**config.mk**
```make
export PLATFORM = sky130hd
export DESIGN_NAME = uart_tx_arbiter
export DESIGN_NICKNAME = d
export VERILOG_FILES = /design/src/rtl/uart_tx_arbiter.sv
export SDC_FILE = /design/constraint.sdc
export NUM_CORES = 1
export LEC_CHECK = 0
export ABC_AREA = 1
export CAP_MARGIN = 20
export CORE_MARGIN = 3
export CORE_UTILIZATION = 44
export CTS_CLUSTER_SIZE = 28
export DETAILED_ROUTE_END_ITERATION = 7
export PLACE_DENSITY = 0.78
export SETUP_SLACK_MARGIN = 0.4
export SYNTH_ARGS = -nofsm -noshare
export SYNTH_HDL_FRONTEND = slang
export SYNTH_SLANG_ARGS = --single-unit
```
**constraint.sdc**
```tcl
create_clock -name clk_9600Hz -period 1.5 [get_ports clk_9600Hz]
set_input_delay 0.3 -clock clk_9600Hz [delete_from_list [all_inputs] [get_ports clk_9600Hz]]
set_output_delay 0.3 -clock clk_9600Hz [all_outputs]
set_load 0.03 [all_outputs]
```
**src/rtl/uart_tx_arbiter.sv**
```systemverilog
// Round-robin scheduler sharing one UART transmitter among N byte requesters.
// Sequences the transmitter's c/send/avail handshake, flags a stuck transmitter, adds an optional stop gap.
module uart_tx_arbiter #(
  parameter int N            = 4,
  parameter int BUSY_TIMEOUT = 4,
  parameter int GAP_CYCLES   = 1
) (
  input  logic             clk_9600Hz,
  input  logic             rst_n,
  input  logic [N-1:0]     req,
  input  logic [8*N-1:0]   data,
  output logic [N-1:0]     ack,
  output logic [N-1:0]     done,
  output logic [7:0]       tx_c,
  output logic             tx_send,
  input  logic             tx_avail,
  output logic             busy,
  output logic             err
);

  localparam int PW       = (N > 1) ? $clog2(N) : 1;
  localparam int TW       = $clog2(BUSY_TIMEOUT) + 1;
  localparam int GAP_LAST = (GAP_CYCLES > 0) ? GAP_CYCLES - 1 : 0;

  typedef enum logic [2:0] {IDLE, ISSUE, WAIT_BUSY, WAIT_DONE, GAP} state_t;

  state_t          state, state_n;
  logic [PW-1:0]   ptr, ptr_n, owner, owner_n, win;
  logic [TW-1:0]   timer, timer_n;
  logic [3:0]      gcnt, gcnt_n;
  logic [7:0]      tx_c_n;
  logic            tx_send_n, busy_n, err_n, found;
  logic [N-1:0]    ack_n, done_n;

  function automatic logic [PW-1:0] wrap_inc(input logic [PW-1:0] v);
    return (int'(v) == N - 1) ? '0 : v + PW'(1);
  endfunction

  // First requester at or after ptr, wrapping modulo N (also for non-power-of-2 N).
  always_comb begin
    int            idx;
    logic [PW-1:0] idx_w;
    win   = '0;
    found = 1'b0;
    idx   = 0;
    idx_w = '0;
    for (int k = 0; k < N; k++) begin
      idx = int'(ptr) + k;
      if (idx >= N) idx = idx - N;
      idx_w = PW'(idx);
      if (!found && req[idx_w]) begin
        found = 1'b1;
        win   = idx_w;
      end
    end
  end

  always_comb begin
    state_n   = state;
    ptr_n     = ptr;
    owner_n   = owner;
    timer_n   = timer;
    gcnt_n    = gcnt;
    tx_c_n    = tx_c;
    tx_send_n = 1'b0;
    ack_n     = '0;
    done_n    = '0;
    err_n     = 1'b0;
    busy_n    = busy;
    case (state)
      IDLE: begin
        // tx_avail gate also covers a transmitter still finishing a frame begun before reset.
        if (tx_avail && found) begin
          tx_c_n     = data[{win, 3'b000} +: 8];
          owner_n    = win;
          ack_n[win] = 1'b1;
          busy_n     = 1'b1;
          state_n    = ISSUE;
        end
      end
      ISSUE: begin
        tx_send_n = 1'b1;
        timer_n   = '0;
        state_n   = WAIT_BUSY;
      end
      WAIT_BUSY: begin
        if (!tx_avail) begin
          state_n = WAIT_DONE;
        end else if (timer == TW'(BUSY_TIMEOUT - 1)) begin
          err_n   = 1'b1;
          busy_n  = 1'b0;
          ptr_n   = wrap_inc(owner);
          state_n = IDLE;
        end else begin
          timer_n = timer + TW'(1);
        end
      end
      WAIT_DONE: begin
        if (tx_avail) begin
          done_n[owner] = 1'b1;
          ptr_n         = wrap_inc(owner);
          if (GAP_CYCLES > 0) begin
            gcnt_n  = '0;
            state_n = GAP;
          end else begin
            busy_n  = 1'b0;
            state_n = IDLE;
          end
        end
      end
      GAP: begin
        if (gcnt == 4'(GAP_LAST)) begin
          busy_n  = 1'b0;
          state_n = IDLE;
        end else begin
          gcnt_n = gcnt + 4'd1;
        end
      end
      default: state_n = IDLE;
    endcase
  end

  always_ff @(posedge clk_9600Hz or negedge rst_n) begin
    if (!rst_n) begin
      state   <= IDLE;
      ptr     <= '0;
      owner   <= '0;
      timer   <= '0;
      gcnt    <= '0;
      tx_c    <= 8'h00;
      tx_send <= 1'b0;
      ack     <= '0;
      done    <= '0;
      err     <= 1'b0;
      busy    <= 1'b0;
    end else begin
      state   <= state_n;
      ptr     <= ptr_n;
      owner   <= owner_n;
      timer   <= timer_n;
      gcnt    <= gcnt_n;
      tx_c    <= tx_c_n;
      tx_send <= tx_send_n;
      ack     <= ack_n;
      done    <= done_n;
      err     <= err_n;
      busy    <= busy_n;
    end
  end

endmodule

```
# After elaboration in Yosys (flattened, before gate mapping)

Cells that the tools add are included.

Flip-flop bits (word level): 33
Bits in latches: 0
Memory bits (writable): 0
Memory bits (read-only): 0
Input bits: 39
Output and inout bits: 19
Logic and storage cells: 123
Memories: 0

$add $sub $neg: 10
$mul: 0
Divide/modulo/power cells: 0
$lt $le $gt $ge: 12
Equality and inequality tests: 14
Shift-type cells: 1
Muxes and demuxes: 54
Bitwise logic cells: 0
Reduce and logical (&&, ||, !) cells: 21

Operator list:

| cell                  | number |
|---|---|
| $shiftx A32 B6 Y8     | 1 |
| $mux W2               | 12 |
| $mux W4               | 6 |
| $mux W3               | 7 |
| $lt A2 B3 Y1 const B  | 6 |
| $mux W1               | 18 |
| $pmux W3 S5           | 1 |
| $ne A2 B2 Y1 const B  | 7 |
| $eq A3 B2 Y1 const B  | 3 |
| $ge A3 B3 Y1 const B  | 3 |
| $bmux W1 S2           | 4 |
| $pmux W4 S2           | 1 |
| $reduce_and A4 Y1     | 2 |
| $sub A2 B1 Y2 const B | 4 |
| $add A2 B2 Y3 const B | 2 |
| $logic_and A1 B1 Y1   | 6 |
| $pmux W3 S2           | 1 |
| $reduce_and A3 Y1     | 2 |
| $reduce_bool A2 Y1    | 3 |
| $reduce_and A5 Y1     | 1 |
| $add A4 B1 Y4 const B | 1 |
| $demux W1 S2          | 2 |
| $ge A2 B1 Y1 const B  | 2 |
| $logic_not A4 Y1      | 1 |
| 14 further kinds      | 16 |

# Logic depth before layout (Yosys ltp)

Depth in word-level cells: 20
Depth in mapped cells: 15
Gate-level depth less buffers: 14

# Worst setup path after synthesis

Ideal clock, no wire load.

Kind: flip-flop to flip-flop
Start: register ptr[0]
End: register tx_c[0]
Library setup time: 0.117 ns
Arrival time: 1.492 ns
Data required time: 1.383 ns
Slack: -0.108 ns
Stages on the path, launching flop included: 16
Path buffers: 1
Period minus slack after synthesis: 1.608 ns
Cell sequence: dfrtp_1 > inv_2 > nand2_1 > nand2_4 > nand2_1 > nand2_2 > nand2_4 > nand2_2 > nand2_4 > nand3_4 > buf_6 > nand2_2 > nand3_1 > nand2_1 > nand2_1 > nand2_1

Cells in the longest elaborated chain, start to end: 16
Elaborated cells between the ends (all ways): 40
Classes of those cells: add/sub (7); order compare (4); shift (1); mux (20); reduce/logical (8)

RTL lines:

| what                                                                   | line | text |
|---|---|---|
| start: declaration                                                     | 28   | `logic [PW-1:0] ptr, ptr_n, owner, owner_n, win;` |
| start signal: assignment                                               | 138  | `ptr <= ptr_n;` |
| parallel branches: the longest is 16 deep, another holds $add A2 B1 Y3 | n/a  |  |
| end signal: assignment                                                 | 142  | `tx_c <= tx_c_n;` |
| end: declaration                                                       | 14   | `output logic [7:0] tx_c,` |

Several ways; the timed one is not identified. The select of a mux whose other input is x is not followed.
A chain may end at the register's enable or synchronous reset.

# Worst setup path after layout

Start: register ptr[1]
End: register tx_c[1]

Same word-level chain as after synthesis.

==> impl_metrics.json <==
{
  "relSlewSlack_pct": 80.6,
  "ys_top_cells_by_count": "nand2_1, inv_1, dfrtp_1",
  "grt_max_degree": 34,
  "ys_ff_latch": 33,
  "violations": "negative setup slack",
  "tns_ns": -4.22,
  "synth_top_family_by_area": "simple AND/OR/NAND/NOR gates",
  "drt-pass1-iter-count": 4,
  "path_cells": "inv_2 -> nand2_2 -> nand2_4 -> buf_6 -> nand2_1 -> nand2_2 -> nand2_4 -> nand3_4 -> clkbuf_16 -> nand4_1 -> nand3_1 -> nand2_1 -> nand2_1 -> nand2_1",
  "endpoint_kind": "flip-flop",
  "critPathLaunchType": "flip-flop",
  "synthMuxAreaShare_pct": 0,
  "finalCritPeriodShare_pct": 125,
  "tightest_slew_ns": 0.290,
  "path_common_cell": "nand2_1",
  "synth_edf_count": 0,
  "grt_pass1_vias": 2099,
  "port_buffers": 57,
  "seq_area_frac_synth_pct": 38.6,
  "hold_path.class": "input port to async pin",
  "netlist_area_um2": 2140,
  "syn_avg_cell_area_um2": 7.24,
  "clk_latency_ns": 0.29,
  "ioPinCount": 58,
  "cts.sinks": 33,
  "track_usage_pct": 20.6,
  "synth_fa_ha_area_share_pct": 4.68,
  "synth-xor-area-share_pct": 0.820,
  "synth-simple-area-share_pct": 38.7,
  "synthCells": 295,
  "synth_ff_type": "dfrtp_1",
  "synthArstFlopShare_pct": 100,
  "route.detailed.drc": 0,
  "cap_violations": 0,
  "synth_top_cell_by_area": "dfrtp_1",
  "grt_antenna_before_repair": 0,
  "final_nets": 448,
  "skew_ns": 0.00720,
  "final_layout_size_suffix_gt1_share_pct": 40.5,
  "core.rowCount": 24,
  "peakVddDrop_mv": 1.13,
  "vias": 2287,
  "path_clk_slew_ns": 0.07,
  "slew_violations": 0,
  "final.min_clock_period_ns": 1.88,
  "synth.most_common_cell": "nand2_1",
  "dieArea_um2": 5730,
  "grt_pass1_wl_um": 8940,
  "clockBufferDepth": 2,
  "die_y_um": 75.7,
  "slowest_delay_ns": 0.44,
  "cts_root_buffer": "clkbuf_8",
  "dp_hpwl_um": 3830,
  "hold_buffers": 0,
  "critPathMaxFanout": 6,
  "yosys_warnings": 0,
  "p_per_area_nw_per_um2": 2120,
  "n_antenna_cell": 0,
  "leakage_nw": 1.90,
  "die_width_um": 75.7,
  "totalWireLength_um": 6340,
  "area_growth_pct": 70.9,
  "cp_slowest_cell": "dfrtp_1",
  "htreeDepth": 2,
  "place.gp.congestion": 0.842,
  "crit_type": "flip-flop to flip-flop",
  "setup_viol": 16,
  "grt_setup_unrepaired": "true",
  "drt_iter0_markers": 110,
  "drtAntennaViolNets": 0,
  "critPathArrivalTime_ns": 2.06,
  "detail_route.wl_per_cell_um": 13.6,
  "worst_slack_ns": -0.379,
  "worstPathRequired_ns": 1.68,
  "hold_viol": 0,
  "vias_per_cell": 4.90,
  "synth.area.top_cells": "dfrtp_1, nand2_1, inv_1, nor2_1, ha_1",
  "syn_nets": 342,
  "synth_top_cell_area_share_pct": 38.6,
  "synth_compound_area_share_pct": 5.39,
  "cts_tree": "yes",
  "fmax_mhz": 532,
  "coreArea_um2": 4530,
  "p_total_mw": 7.73,
  "outcome": "finished, violations left",
  "cts-buffers-inserted": 5,
  "overflow": 0,
  "initial_core_util_pct": 47.1,
  "synth_cell_types": 26
}
[final timing paths]
check / from / endpoint / slack, ns / cells past startpoint
setup / recovery: ptr[1] / tx_c[1] / -0.38 / 14
hold / removal: rst_n / owner[1] / 0.38 / 2
setup reg to reg: ptr[1] / tx_c[1] / -0.38 / 14
hold reg to reg: timer[0] / timer[0] / 0.49 / 1
max in group asynchronous: rst_n / ptr[0] / 0.93 / 2
min in group clk_9600Hz: timer[0] / timer[0] / 0.49 / 1
[area by class of cell]
type,count,area [µm²]
Clock buffer,6,72.6
Fill cell,273,882
Inverter,52,205
Tap cell,65,81.3
Timing Repair Buffer,102,1060
Multi-Input combinational cell,207,1400
Sequential cell,33,827
Clock inverter,2,10.0
[what timing repair did]
| item | in CTS | in global routing |
|---|---|---|
| gates cloned | 1 | 4 |
| resized for setup | 154 | 66 |
| setup endpoints to repair | 50 | 51 |
| pin swaps | 5 | 38 |
| buffers inserted | 6 | 10 |
[report_power, final]
part	leakage [nW]	total (mW)	internal, mW	switching [mW]
logic	1.43	5.65	2.49	3.16
clock network	0.0450	0.645	0.321	0.324
registers	0.430	1.44	1.17	0.263
[kinds of logic (layout without fill, tap and decap cells)]
logic type,count (synthesis),in the layout
AO/OA/AOI/OAI,21,21
XOR/XNOR,2,2
adder cells (fa/ha/maj),8,8
buffers and inverters,58,162
flip-flops,33,33
AND/OR/NAND/NOR,173,176
[worst max-delay path: cells and delay by family, from the launching register on]
family,cells,cell delay [ns]
AND/OR/NAND/NOR,11,0.91
flip-flops,1,0.44
buffers and inverters,3,0.40
[metal layers]
layer	GRT usage [%]	routed length [µm]
met1	25.4	2590
met2	35.2	3250
met3	5.41	351
met4	6.41	146
met5	0	0
[state kept, by name, summed over array words and instances (netlist names)]
name	count
owner	2
timer	3
done	4
tx_c	8
busy	1
state	3
ptr	2
ack	4
gcnt	4
tx_send	1
err	1
[per-stage QoR]
stage	instance area [µm²]	hold slack (ns)	utilization, %	instances	setup WS, ns
after global routing	3650	0.406	80.5	467	-0.468
after global placement	3030	0.464	66.9	438	-0.572
after CTS	3260	0.382	71.9	453	-0.290
after detailed placement	3030	0.475	66.9	438	-0.598
final	3650	0.375	80.5	467	-0.379
after floorplan	2200	0.00441	-	295	-0.0960
[cell usage in the layout, fill, tap and decap left out, types with 2 or more instances in the layout]
master | synthesis | layout
a21oi_1 | 4 | 3
nor2_4 | 1 | 10
nand4_1 | 9 | 9
nand3_2 | 3 | 13
nor2_1 | 30 | 15
clkbuf_8 | 0 | 5
nand2_1 | 87 | 66
clkinv_2 | 0 | 2
inv_1 | 46 | 41
ha_1 | 8 | 6
nor2_2 | 1 | 7
inv_2 | 6 | 8
nand2_2 | 14 | 23
buf_12 | 0 | 3
clkbuf_16 | 0 | 2
dfrtp_1 | 33 | 32
nand3_4 | 3 | 5
nand3_1 | 20 | 11
inv_4 | 0 | 2
clkdlybuf4s50_1 | 0 | 36
xor2_1 | 2 | 2
o21ai_1 | 9 | 10
buf_4 | 1 | 28
o21ai_2 | 0 | 2
buf_6 | 4 | 30
dlymetal6s2s_1 | 0 | 2
nand2_4 | 3 | 14
(Power assumes the default switching activity.)
